File: src/rtl/alu_pkg.sv
// Shared datapath ALU op codes and the multiply sequencer state type.
package alu_pkg;

   localparam logic [2:0] ALU_PASS_B = 3'b000;
   localparam logic [2:0] ALU_ADD    = 3'b010;
   localparam logic [2:0] ALU_SUB    = 3'b011;
   localparam logic [2:0] ALU_AND    = 3'b100;
   localparam logic [2:0] ALU_OR     = 3'b101;
   localparam logic [2:0] ALU_XOR    = 3'b110;

   typedef enum logic [1:0] {
      IDLE = 2'd0,
      RUN  = 2'd1,
      DONE = 2'd2
   } mseq_state_t;

endpackage

File: src/rtl/alu_mult_sequencer.sv
// Iterative shift-add unsigned multiplier producing the low WIDTH product bits,
// borrowing the shared datapath ALU for one add per granted cycle.
module alu_mult_sequencer
   import alu_pkg::*;
#(
   parameter int unsigned WIDTH      = 64,
   parameter int unsigned EARLY_EXIT = 1
) (
   input  logic             clk,
   input  logic             reset,
   input  logic             start,
   input  logic [WIDTH-1:0] op_a,
   input  logic [WIDTH-1:0] op_b,
   output logic             busy,
   output logic             done,
   output logic [WIDTH-1:0] product,
   output logic             product_ovf,
   output logic             alu_req,
   input  logic             alu_gnt,
   output logic [WIDTH-1:0] alu_a,
   output logic [WIDTH-1:0] alu_b,
   output logic [2:0]       alu_cntrl,
   input  logic [WIDTH-1:0] alu_result,
   input  logic             alu_carry_out
);

   localparam int unsigned CW = $clog2(WIDTH);

   mseq_state_t      state_q, state_d;
   logic [WIDTH-1:0] acc, mcand, mplier;
   logic [CW-1:0]    count;
   logic             lost, ovf_acc, last;

   always_ff @(posedge clk) begin
      if (!reset) state_q <= IDLE;
      else        state_q <= state_d;
   end

   always_comb begin
      state_d   = state_q;
      alu_req   = 1'b0;
      alu_a     = '0;
      alu_b     = '0;
      alu_cntrl = ALU_PASS_B;
      last      = (count == CW'(WIDTH - 1)) ||
                  ((EARLY_EXIT != 0) && ((mplier >> 1) == '0));
      case (state_q)
         IDLE: if (start) state_d = RUN;
         RUN: begin
            alu_req   = 1'b1;
            alu_cntrl = ALU_ADD;
            alu_a     = acc;
            alu_b     = mplier[0] ? mcand : '0;
            if (alu_gnt && last) state_d = DONE;
         end
         DONE:    state_d = IDLE;
         default: state_d = IDLE;
      endcase
   end

   assign busy = (state_q != IDLE);

   // lost remembers any multiplicand bit shifted past the top; adding a
   // shifted multiplicand after such a loss means the true product overflowed.
   always_ff @(posedge clk) begin
      if (!reset) begin
         acc         <= '0;
         mcand       <= '0;
         mplier      <= '0;
         count       <= '0;
         lost        <= 1'b0;
         ovf_acc     <= 1'b0;
         product     <= '0;
         product_ovf <= 1'b0;
         done        <= 1'b0;
      end else begin
         done <= 1'b0;
         case (state_q)
            IDLE: begin
               if (start) begin
                  mcand   <= op_a;
                  mplier  <= op_b;
                  acc     <= '0;
                  count   <= '0;
                  lost    <= 1'b0;
                  ovf_acc <= 1'b0;
               end
            end
            RUN: begin
               if (alu_gnt) begin
                  acc <= alu_result;
                  if (mplier[0]) ovf_acc <= ovf_acc | alu_carry_out | lost;
                  lost   <= lost | mcand[WIDTH-1];
                  mcand  <= mcand << 1;
                  mplier <= mplier >> 1;
                  count  <= count + 1'b1;
               end
            end
            DONE: begin
               product     <= acc;
               product_ovf <= ovf_acc;
               done        <= 1'b1;
            end
            default: ;
         endcase
      end
   end

endmodule

File: config.mk
export PLATFORM = sky130hd
export DESIGN_NAME = alu_mult_sequencer
export DESIGN_NICKNAME = d
export VERILOG_FILES = /design/src/rtl/alu_pkg.sv /design/src/rtl/alu_mult_sequencer.sv
export SDC_FILE = /design/constraint.sdc
export NUM_CORES = 1
export LEC_CHECK = 0
export ABC_AREA = 1
export BUFFER_PORTS_ARGS = -buffer_cell sky130_fd_sc_hd__buf_2
export CORE_ASPECT_RATIO = 1.25
export CORE_MARGIN = 2
export CORE_UTILIZATION = 33
export DETAILED_ROUTE_END_ITERATION = 12
export GPL_ROUTABILITY_DRIVEN = 0
export HOLD_SLACK_MARGIN = 0.1
export PLACE_DENSITY = 0.54
export SLEW_MARGIN = 40
export SYNTH_ARGS = -nofsm -noshare
export SYNTH_HDL_FRONTEND = slang
export SYNTH_SLANG_ARGS = --single-unit
File: constraint.sdc
create_clock -name clk -period 3.85 [get_ports clk]
set_clock_uncertainty 0.2 [all_clocks]
set_input_delay 0.1925 -clock clk [delete_from_list [all_inputs] [get_ports clk]]
set_output_delay 0.1925 -clock clk [all_outputs]
set_load 0.1 [all_outputs]
==> impl_results.md <==
* Grt ovf at 0
* Initial Util at 0.3333
* Total power at 7.493 mW
* Leak pwr at 6.878 nW
* H-tree level count at 1
* Critical path arrival at 2.72 ns
* Total GRT Usage at 0.2121
* Crit path time final at 3.108 ns
* Core ar. at 33410 um^2
* Worst-margin pin slew at 0.8365 ns
* Layout cells sized above 1 at 0.2348
* Global-route wire length before repair at 61.69 mm
* Largest net degree at the start of global routing at 131
* Initial antenna violation count at 0
* Layout Utilization at 0.4839
* Top-area cell type share of the netlist area at 0.4818
* Fmax at 321.7 MHz
* Row count at 75
* Die area at 35240 um^2
* Startpoint Class: flip-flop
* Drt wl/cell at 16.10 um
* Clock root buffer: clkbuf_16
* CP required at 3.46 ns
* I/O Pins at 396
* DP HPWL at 23.94 mm
* Distinct cells, synth at 26
* Setup crit end kind: output port
* Max VDD drop at 0.3288 mV
* Area contributors post-synth: dfxtp_1 (48%), nand2_1 (12%), a31oi_1 (7.1%), nor2_1 (6.0%), o21ai_0 (5.9%)
* Vias post-DR at 12230
* Nets at 2182
* Die height at 209.4 um
* Setup TNS at 0 ns
* Outcome: complete, no violations
* Hold Path Class: input pin to flip-flop
* DRC Markers at 0
* Gate Count Post-Synth at 1480
* Synth area leader: dfxtp_1
* Vias in the first global route at 11930
* CTS Buf Count at 28
* Total wire length at 39.11 mm
* Final hold vios at 0
* CTS tree: yes
* Clock Path Buffers at 3
* # resized after CTS at 0
* R2R setup slack at 1.02 ns
* Synth warnings at 0
* Antenna Cells at 0
* PwrDens at 463.5 nW/um^2
* Layout area overhead at 45.17%
* Syn Area/Cell at 7.524 um^2
* Crit share post-route at 0.8073
* Final Max Tran Viols at 0
* Worst Path Max Fanout at 79
* 1st-iter DRT viols at 868
* Vias per cell at 5.036
* Sequential fraction of the synthesis area at 0.4818
* Synth Register Bits at 268
* Port buffer count at 393
* # clock sinks at 268
* RSZ-0062 raised after global routing: no
* Fillers at 3309
* DRT antenna net count at 0
* First-pass detailed-route iteration total at 5
* Max cap viols at 0
* Clock latency on the worst-skew pair at 0.56 ns
* Die W at 168.3 um
* Critical path type: flip-flop to output port
* Final setup viols at 0
* Max_slew headroom at 0.4423
* Synthesized area at 11140 um^2
* Clk pin slew, worst setup/hold paths at 0.06 ns
==> per-stage QoR <==
| step | setup slack [ns] | hold slack, ns | cell area [um^2] | std cells |
|---|---|---|---|---|
| 2_1_floorplan | 0.8498 | 0.1146 | 11140 | 1481 |
| 3_3_place_gp | 1.343 | 0.1985 | 13200 | 2179 |
| 3_5_place_dp | 1.301 | 0.2043 | 13210 | 2179 |
| 4_1_cts | 0.7227 | 0.1343 | 16160 | 2429 |
| 5_1_grt | 0.5836 | 0.1684 | 16170 | 2429 |
| 6_report | 0.7417 | 0.1746 | 16170 | 2429 |
==> worst max-delay path, stage by stage, from the launching register on <==
cell and delay, ns:
dfxtp_1 0.40, inv_2 0.10, nor2_4 0.18, buf_4 0.70, nand2_1 0.18, nor2_1 0.13, buf_2 0.43
==> synthesized netlist by cell type, drive strengths merged <==
cell type / number
nand2: 350
a21oi: 75
a32o: 65
nand3: 63
dfxtp: 268
clkbuf: 74
and3: 1
conb: 1
a21boi: 1
a31oi: 127
o21ai: 133
ha: 1
nor2: 179
nor3: 2
o221ai: 1
inv: 78
buf: 61
==> placed cells by master (no fill, tap or decap), drive strengths merged <==
cell type,synthesis,routed
nand3,63,63
o221ai,1,1
a32o,65,65
o21ai,133,133
inv,78,79
dfxtp,268,268
nand2,350,350
a21boi,1,1
ha,1,1
nor2,179,179
dlygate4sd3,0,198
bufinv,0,4
a21oi,75,75
buf,61,410
and3,1,1
nor3,2,2
clkinv,0,8
clkinvlp,0,3
clkbuf,74,36
a31oi,127,127
conb,1,2
==> registers in the layout (all words and copies together) (netlist names) <==
name,cells
lost,1
state_q,2
mcand,64
ovf_acc,1
product_ovf,1
count,6
acc,64
mplier,64
done,1
product,64
==> cells by family after synthesis <==
| kind of cell | Yosys count | share of synthesized area |
|---|---|---|
| and+or+nand+nor | 595 | 0.2101 |
| AOI/OAI and AO/OA | 402 | 0.2247 |
| adders and majority gates | 1 | 0.001123 |
| buffers and inverters | 213 | 0.08191 |
| other | 1 | 0.0003368 |
| DFF | 268 | 0.4818 |
==> final timing paths <==
check,start,endpoint,cells after the start
worst max-delay path,state_q[0]$_SDFFE_PN0P_,alu_b[62],6
worst min-delay path,alu_result[54],acc[54]$_SDFFE_PN0P_,3
worst min register to register,acc[51]$_SDFFE_PN0P_,product[51]$_SDFFE_PN0P_,2
worst max register to register,state_q[0]$_SDFFE_PN0P_,ovf_acc$_SDFFE_PN0P_,8
==> power by group <==
part	switching (mW)	internal (mW)
sequential	0.148	2.97
clock	1.19	1.69
combinational	1.03	0.462
total	2.37	5.12
==> repair_timing <==
action / 4_1_cts / 5_1_grt
hold buffers: 198 / 0
buffers inserted: 0 / 0
hold endpoints to repair: 235 / 0
==> cell type report <==
cell class,instances,area (um^2),area share
clock buffers,36,770.7,0.04768
repair buffers,608,4108,0.2541
clock inverters,16,202.7,0.01254
well taps,423,529.3,0.03274
multi-input cells,1000,4886,0.3022
inverters,78,302.8,0.01873
flip-flops and latches,268,5366,0.3320
==> per-layer routing <==
| metal | vias up | share of wire | global-route usage |
|---|---|---|---|
| li1 | 6011 | - | - |
| met1 | 5656 | 0.41 | 0.2605 |
| met2 | 486 | 0.48 | 0.3643 |
| met3 | 79 | 0.073 | 0.04545 |
| met4 | 0 | 0.033 | 0.07996 |
| met5 | - | 0 | 0 |
(Power assumes the default switching activity.)
